**src/rtl/mem_arbiter.sv**
```systemverilog
// Four-way memory arbiter: fixed priority ctx > mem > heap > if, with starvation relief for if.
// Drives one outstanding bus transaction at a time and pulses the owner's done on completion.
module mem_arbiter #(
    parameter int unsigned XLEN = 32
) (
    input  logic              clk,
    input  logic              rst,

    input  logic              ctx_req_i,
    input  logic              ctx_we_i,
    input  logic [XLEN-1:0]   ctx_addr_i,
    input  logic [XLEN-1:0]   ctx_wdata_i,
    input  logic [XLEN/8-1:0] ctx_wstrb_i,

    input  logic              heap_req_i,
    input  logic              heap_we_i,
    input  logic [XLEN-1:0]   heap_addr_i,
    input  logic [XLEN-1:0]   heap_wdata_i,
    input  logic [XLEN/8-1:0] heap_wstrb_i,

    input  logic              mem_req_i,
    input  logic              mem_we_i,
    input  logic [XLEN-1:0]   mem_addr_i,
    input  logic [XLEN-1:0]   mem_wdata_i,
    input  logic [XLEN/8-1:0] mem_wstrb_i,

    input  logic              if_req_i,
    input  logic              if_we_i,
    input  logic [XLEN-1:0]   if_addr_i,
    input  logic [XLEN-1:0]   if_wdata_i,
    input  logic [XLEN/8-1:0] if_wstrb_i,

    output logic              ctx_done_o,
    output logic              heap_done_o,
    output logic              mem_done_o,
    output logic              if_done_o,
    output logic [XLEN-1:0]   rdata_o,
    output logic              err_o,

    output logic              bus_valid_o,
    output logic              bus_we_o,
    output logic [XLEN-1:0]   bus_addr_o,
    output logic [XLEN-1:0]   bus_wdata_o,
    output logic [XLEN/8-1:0] bus_wstrb_o,
    input  logic              bus_ready_i,
    input  logic              bus_rvalid_i,
    input  logic [XLEN-1:0]   bus_rdata_i,
    input  logic              bus_err_i,

    input  logic              flushif_i,

    output logic              memstall_o,
    output logic              heapstall_o,
    output logic              ctxstall_o,
    output logic              ifstall_o
);

    typedef enum logic [1:0] {StIdle, StReq, StResp, StDone} state_e;
    typedef enum logic [1:0] {OwnCtx, OwnMem, OwnHeap, OwnIf} owner_e;

    state_e              state_q, state_d;
    owner_e              owner_q, owner_d;
    owner_e              grant;
    logic                we_q, we_d;
    logic [XLEN-1:0]     addr_q, addr_d;
    logic [XLEN-1:0]     wdata_q, wdata_d;
    logic [XLEN/8-1:0]   wstrb_q, wstrb_d;
    logic [XLEN-1:0]     rdata_q, rdata_d;
    logic                err_q, err_d;
    logic [3:0]          starve_q, starve_d;
    logic                drop_q, drop_d;

    logic                sel_we;
    logic [XLEN-1:0]     sel_addr;
    logic [XLEN-1:0]     sel_wdata;
    logic [XLEN/8-1:0]   sel_wstrb;
    logic                any_req;

    assign any_req = ctx_req_i | mem_req_i | heap_req_i | if_req_i;

    // A saturated starve count lets the fetch requester jump the priority order once.
    always_comb begin
        grant = OwnIf;
        if (starve_q == 4'd15 && if_req_i) grant = OwnIf;
        else if (ctx_req_i)                grant = OwnCtx;
        else if (mem_req_i)                grant = OwnMem;
        else if (heap_req_i)               grant = OwnHeap;
        else                               grant = OwnIf;
    end

    always_comb begin
        sel_we    = 1'b0;
        sel_addr  = '0;
        sel_wdata = '0;
        sel_wstrb = '0;
        unique case (grant)
            OwnCtx: begin
                sel_we = ctx_we_i;   sel_addr = ctx_addr_i;
                sel_wdata = ctx_wdata_i; sel_wstrb = ctx_wstrb_i;
            end
            OwnMem: begin
                sel_we = mem_we_i;   sel_addr = mem_addr_i;
                sel_wdata = mem_wdata_i; sel_wstrb = mem_wstrb_i;
            end
            OwnHeap: begin
                sel_we = heap_we_i;  sel_addr = heap_addr_i;
                sel_wdata = heap_wdata_i; sel_wstrb = heap_wstrb_i;
            end
            OwnIf: begin
                sel_we = if_we_i;    sel_addr = if_addr_i;
                sel_wdata = if_wdata_i; sel_wstrb = if_wstrb_i;
            end
            default: ;
        endcase
    end

    always_comb begin
        state_d  = state_q;
        owner_d  = owner_q;
        we_d     = we_q;
        addr_d   = addr_q;
        wdata_d  = wdata_q;
        wstrb_d  = wstrb_q;
        rdata_d  = rdata_q;
        err_d    = err_q;
        starve_d = starve_q;
        drop_d   = drop_q;
        unique case (state_q)
            StIdle: begin
                if (any_req) begin
                    owner_d = grant;
                    we_d    = sel_we;
                    addr_d  = sel_addr;
                    wdata_d = sel_wdata;
                    wstrb_d = sel_wstrb;
                    if (grant == OwnIf)                      starve_d = '0;
                    else if (if_req_i && starve_q != 4'd15)  starve_d = starve_q + 4'd1;
                    state_d = StReq;
                end
            end
            StReq: begin
                if (owner_q == OwnIf && flushif_i) drop_d = 1'b1;
                if (bus_ready_i) state_d = StResp;
            end
            StResp: begin
                if (owner_q == OwnIf && flushif_i) drop_d = 1'b1;
                if (bus_rvalid_i) begin
                    rdata_d = bus_err_i ? '0 : bus_rdata_i;
                    err_d   = bus_err_i;
                    state_d = StDone;
                end
            end
            StDone: begin
                drop_d  = 1'b0;
                state_d = StIdle;
            end
            default: state_d = StIdle;
        endcase
    end

    always_ff @(posedge clk) begin
        if (rst) begin
            state_q  <= StIdle;
            owner_q  <= OwnCtx;
            we_q     <= 1'b0;
            addr_q   <= '0;
            wdata_q  <= '0;
            wstrb_q  <= '0;
            rdata_q  <= '0;
            err_q    <= 1'b0;
            starve_q <= '0;
            drop_q   <= 1'b0;
        end else begin
            state_q  <= state_d;
            owner_q  <= owner_d;
            we_q     <= we_d;
            addr_q   <= addr_d;
            wdata_q  <= wdata_d;
            wstrb_q  <= wstrb_d;
            rdata_q  <= rdata_d;
            err_q    <= err_d;
            starve_q <= starve_d;
            drop_q   <= drop_d;
        end
    end

    assign bus_valid_o = (state_q == StReq);
    assign bus_we_o    = we_q;
    assign bus_addr_o  = addr_q;
    assign bus_wdata_o = wdata_q;
    assign bus_wstrb_o = wstrb_q;
    assign rdata_o     = rdata_q;
    assign err_o       = err_q;

    assign ctx_done_o  = (state_q == StDone) && (owner_q == OwnCtx);
    assign mem_done_o  = (state_q == StDone) && (owner_q == OwnMem);
    assign heap_done_o = (state_q == StDone) && (owner_q == OwnHeap);
    assign if_done_o   = (state_q == StDone) && (owner_q == OwnIf) && !drop_q;

    assign ctxstall_o  = ctx_req_i  & ~ctx_done_o;
    assign memstall_o  = mem_req_i  & ~mem_done_o;
    assign heapstall_o = heap_req_i & ~heap_done_o;
    assign ifstall_o   = if_req_i   & ~if_done_o;

endmodule

```
**config.mk**
```make
export PLATFORM = sky130hd
export DESIGN_NAME = mem_arbiter
export DESIGN_NICKNAME = d
export VERILOG_FILES = /design/src/rtl/mem_arbiter.sv
export SDC_FILE = /design/constraint.sdc
export NUM_CORES = 1
export LEC_CHECK = 0
export CAP_MARGIN = 10
export CORE_AREA = 10 10 160 162
export DETAILED_ROUTE_END_ITERATION = 7
export DIE_AREA = 0 0 170 172
export GPL_ROUTABILITY_DRIVEN = 0
export PLACE_DENSITY = 0.72
export SYNTH_ARGS = -nofsm -noshare
export SYNTH_HDL_FRONTEND = slang
export SYNTH_SLANG_ARGS = --single-unit
```
**constraint.sdc**
```tcl
create_clock -name clk -period 1.8 [get_ports clk]
set_input_delay 0.45 -clock clk [delete_from_list [all_inputs] [get_ports clk]]
set_output_delay 0.45 -clock clk [all_outputs]
set_load 0.01 [all_outputs]
```
Word level (Yosys, flattened, before mapping). Cells that the tools add are included.

Bits in registers: 111. Logic and storage cells: 74.

Add/subtract/negate cells: 1. Equal/unequal tests: 15. Multiplexer cells: 17. Bitwise operators: 11. Reductions and logical operators: 20.

Operators with widths (count): $pmux 32 s4 (2); $mux 32 (1); $pmux 4 s4 (1); $eq 2x2->1 const B (6); $mux 2 (6); $logic_and 1x1->1 (8); $mux 4 (2); $pmux 2 s4 (1); $eq 2x1->1 const B (3); $logic_not 2->1 (3); $reduce_and 2->1 (3); $reduce_and 3->1 (2); $add 4x1->4 const B (1); $and 1x1->1 (4); $eq 4x4->1 const B (1); $ne 2x1->1 const B (2); $ne 2x2->1 const B (2); $ne 4x4->1 const B (1); $not 1->1 (4); $pmux 1 s4 (1); $reduce_bool 2->1 (2); $or 1x1->1 (3); $mux 1 (2); $pmux 1 s2 (1); 2 further kinds (2).

Depth between registers and ports, before layout.
Word-level depth: 7. Depth in mapped cells: 8. Depth with buffers taken out: 6.

Worst setup path after synthesis. No wires, ideal clock.

Path type: register to register. Start point: register state_q[0]. End point: register rdata_q[21] (netlist: rdata_o[21]). Data arrival time: 1516 ps. Data required time: 1672 ps. Setup slack: 157 ps. Cell stages (with the launch flop): 9. Buffers on the path: 2. Period minus slack after synthesis: 1643 ps. Path through: dfxtp_1 > inv_1 > ha_1 > nand2_1 > clkbuf_1 > buf_1 > nor3b_1 > a21oi_1 > nor2_1.

Word-level cells in the longest chain between the ends: 2.

RTL lines: start, declared (line 61) `state_e state_q, state_d;`; start signal, assigned (line 163) `state_q <= StIdle;`; start signal, assigned (line 174) `state_q <= state_d;`; $eq 2x2->1 (line 128) `unique case (state_q)`; $reduce_and 2->1 (no line); end signal, assigned (line 180) `rdata_q <= rdata_d;`; end, declared (line 68) `logic [XLEN-1:0] rdata_q, rdata_d;`.

No other way between the ends. A chain may end at the register's enable or synchronous reset.

Worst setup path in the final report.
Start point: register state_q[1]. End point: output port ctx_done_o.

Word-level cells in the longest chain between the ends: 2.

RTL lines: $eq 2x2->1 (line 195) `assign ctx_done_o = (state_q == StDone) && (owner_q == OwnCtx);`; $logic_and 1x1->1 (line 195); end, declared (line 33) `output logic ctx_done_o,`.

No other way between the ends.

==> impl_metrics.json <==
{
  "status": "complete, but fails checks",
  "violations": "setup timing",
  "ys_seq_elements": 111,
  "path_delay_family": "flip-flops",
  "dp.cells": 1488,
  "rr_startpoint": "starve_q[1]$_SDFFE_PP0P_",
  "max-slew-margin-rel_pct": 61.1,
  "rows": 55,
  "mappedNetlistArea_um2": 6420,
  "cp_slowest_cell": "dfxtp_2",
  "synth_cell_types": 41,
  "finalMaxSlewViolations": 0,
  "grt_max_degree": 50,
  "met3_length_um": 3750,
  "critPathLaunchType": "flip-flop",
  "seqCellArea_um2": 2230,
  "vias_per_cell": 5.59,
  "design_power_total_uw": 10300,
  "sw_frac_of_total_pct": 35.5,
  "syn_inst": 780,
  "netlist.area_leader.share_pct": 34.6,
  "grt_setup_unrepaired": "true",
  "synth-simple-area-share_pct": 13.9,
  "end_kind": "primary output",
  "synth_xor_area_share_pct": 0,
  "yosysMostFrequentCell": "dfxtp_1",
  "netlist_top_cells_count": "111 x dfxtp_1, 109 x nor2_1, 107 x a21oi_1",
  "fin_skew_ns": 0.0127,
  "grt_pass1_vias": 8272,
  "worst_slack_ns": -0.0118,
  "dpl.hpwl_um": 26600,
  "drc_errors": 0,
  "p_int_uw": 6670,
  "syn_avg_cell_area_um2": 8.23,
  "stdcell_area_um2": 12600,
  "initial_core_util_pct": 28.7,
  "critPathRequiredTime_ns": 1.35,
  "clock_power_share_pct": 20.7,
  "io_pins": 429,
  "vias": 8551,
  "min-delay-start": "bus_wdata_o[6]$_SDFFE_PP0P_",
  "drtIter0Drc": 699,
  "crit_path_max_incr_delay_ns": 0.36,
  "powerDensity_nw_per_um2": 823,
  "finalHoldViolCount": 0,
  "final.setup.tns_ns": -0.0228,
  "wl_met1_um": 14500,
  "htreeDepth": 3,
  "synth_area_leader_cell": "dfxtp_1",
  "dr_wl_met2_um": 17700,
  "grt_pass1_wl_um": 51500,
  "fin_crit_ns": 1.81,
  "grt_overflow_total": 0,
  "yosysWarnings": 0,
  "crit_chain": "ha_4 > nor3b_2 > clkdlybuf4s15_2",
  "seqPwrFrac_pct": 32.6,
  "clk_pin_slew_worst_paths_ns": 0.09,
  "cts_hold_buf": 0,
  "drt-total-wl_um": 37200,
  "die_h_um": 172,
  "synth_edf_count": 0,
  "cp.arrival_ns": 1.36,
  "power_frac_comb_pct": 46.7,
  "cp_num_buf_inv": 1,
  "critPathLaunch": "state_q[1]$_SDFFE_PP0P_",
  "crit_fanout": 5,
  "synthMuxAreaShare_pct": 0.312,
  "cts_buffers": 9,
  "synth_flop_cell": "dfxtp_1",
  "hp-class": "flip-flop to flip-flop",
  "place_area_um2": 11500,
  "cts_tree": "yes",
  "finalNonFillerCells": 1530,
  "clock-root-buffer": "clkbuf_16",
  "synthToLayoutAreaGrowth_pct": 95.5,
  "p_sw_uw": 3670,
  "die-area_um2": 29200,
  "nets": 1559,
  "detail_route.wl_per_cell_um": 24.3,
  "core-area_um2": 22400,
  "synth_compound_area_share_pct": 43.1,
  "num-fill-cells": 2020,
  "max-cap-violations": 0,
  "die_x_um": 170,
  "maxUsedRoutingLayer": "met4",
  "synth_adder_area_share_pct": 1.17,
  "period_share_pct": 101,
  "antenna_found_initial": 3,
  "grt_usage_pct": 22.7,
  "clock_path_buffers": 2,
  "ant_nets": 0,
  "fmax_mhz": 552,
  "setup_viol": 3,
  "crit_type": "flip-flop to primary output",
  "p_leak_uw": 0.00457,
  "cts.sinks": 111,
  "vdd_drop_max_mv": 0.420,
  "synth_top_family_by_area": "compound AO/OA/AOI/OAI gates",
  "multi_input_area_um2": 4050,
  "clkLatencyLatePin_ns": 0.36,
  "port_buffers": 428,
  "synth-seq-area-share_pct": 34.6,
  "synth.top_cells.by_area": "dfxtp_1 35%, a32o_1 11%, o2bb2ai_1 9.4%",
  "layout-drive-gt1-share_pct": 16.4,
  "dr.pass1.iters": 5,
  "tightest_slew_ns": 0.579,
  "worst_hold_slack_ns": 0.466,
  "synth_nets": 1104,
  "async_flop_share_pct": 0
}
-- area by class of cell --
cell class / instances / share of cell area [%]
well taps: 285 / 2.84
multi-input cells: 574 / 32.3
diodes: 5 / 0.0996
clock inverters: 7 / 0.668
repair buffers: 535 / 44.5
inverters: 4 / 0.120
flip-flops and latches: 111 / 17.8
clock buffers: 9 / 1.79
-- path summary, 6_finish.rpt --
kind	depth (start not counted)	slack, ns	to
hold / removal	1	0.47	bus_wdata_o[6]$_SDFFE_PP0P_
setup reg to reg	7	0.01	bus_wdata_o[6]$_SDFFE_PP0P_
hold reg to reg	1	0.47	bus_wdata_o[6]$_SDFFE_PP0P_
setup / recovery	3	-0.01	ctx_done_o
-- timing repair --
item                                    4_1_cts  5_1_grt
cloned                                        4        7
buffers inserted                              8        6
gates resized for setup                      68       63
endpoints found under the setup margin       80       94
pin swaps                                    10       17
-- sequential cells by signal, summed over array words and instances, names as in the netlist, 2 cells and up --
| signal | flops |
|---|---|
| bus_addr_o | 32 |
| bus_wdata_o | 32 |
| rdata_o | 32 |
| bus_wstrb_o | 4 |
| starve_q | 4 |
| owner_q | 2 |
| state_q | 2 |
-- layer usage --
metal	up-vias	global-route usage (%)
met5	-	0
met4	0	8.43
met3	70	7.68
met2	462	37.5
met1	4078	26.7
li1	3941	-
-- placed cells by master, fill, tap and decap left out, types with 3 or more instances in the layout --
| master | n |
|---|---|
| diode_2 | 5 |
| a211oi_2 | 37 |
| dlymetal6s2s_1 | 8 |
| inv_1 | 4 |
| dfxtp_2 | 5 |
| clkdlybuf4s50_1 | 406 |
| o2bb2ai_2 | 4 |
| nor3b_1 | 32 |
| clkinv_8 | 3 |
| nand2_1 | 5 |
| buf_2 | 9 |
| o21ai_0 | 70 |
| a21oi_1 | 107 |
| o2bb2ai_1 | 65 |
| buf_6 | 12 |
| buf_4 | 61 |
| nor2_1 | 108 |
| dfxtp_1 | 105 |
| clkbuf_16 | 15 |
| nor2_4 | 3 |
| a211oi_1 | 32 |
| a32o_1 | 67 |
| nor2b_1 | 5 |
| o21ai_1 | 3 |
| buf_12 | 25 |
-- stage by stage --
step	worst slack (ns)	utilization, %
after floorplan	0.157	-
after global placement	-0.630	51.6
after detailed placement	-0.652	51.6
after CTS	-0.0236	54.3
after global routing	-0.0759	56.1
final	-0.0118	56.1
-- power groups by stage --
stage / Clock (µW) / Combinational [µW] / Sequential [µW]
final: 2140 / 4830 / 3370
after global routing: 2280 / 5140 / 3440
after CTS: 2210 / 4420 / 3360
after detailed placement: 0 / 4320 / 3370
after global placement: 0 / 4260 / 3370
after floorplan: 0 / 1470 / 3570
-- cell families after synthesis --
family	Yosys count
buf+inv	95
mux	2
fa+ha+maj	6
flops	111
simple gates	175
compound gates	391
Power figures use the tool's default switching activity.
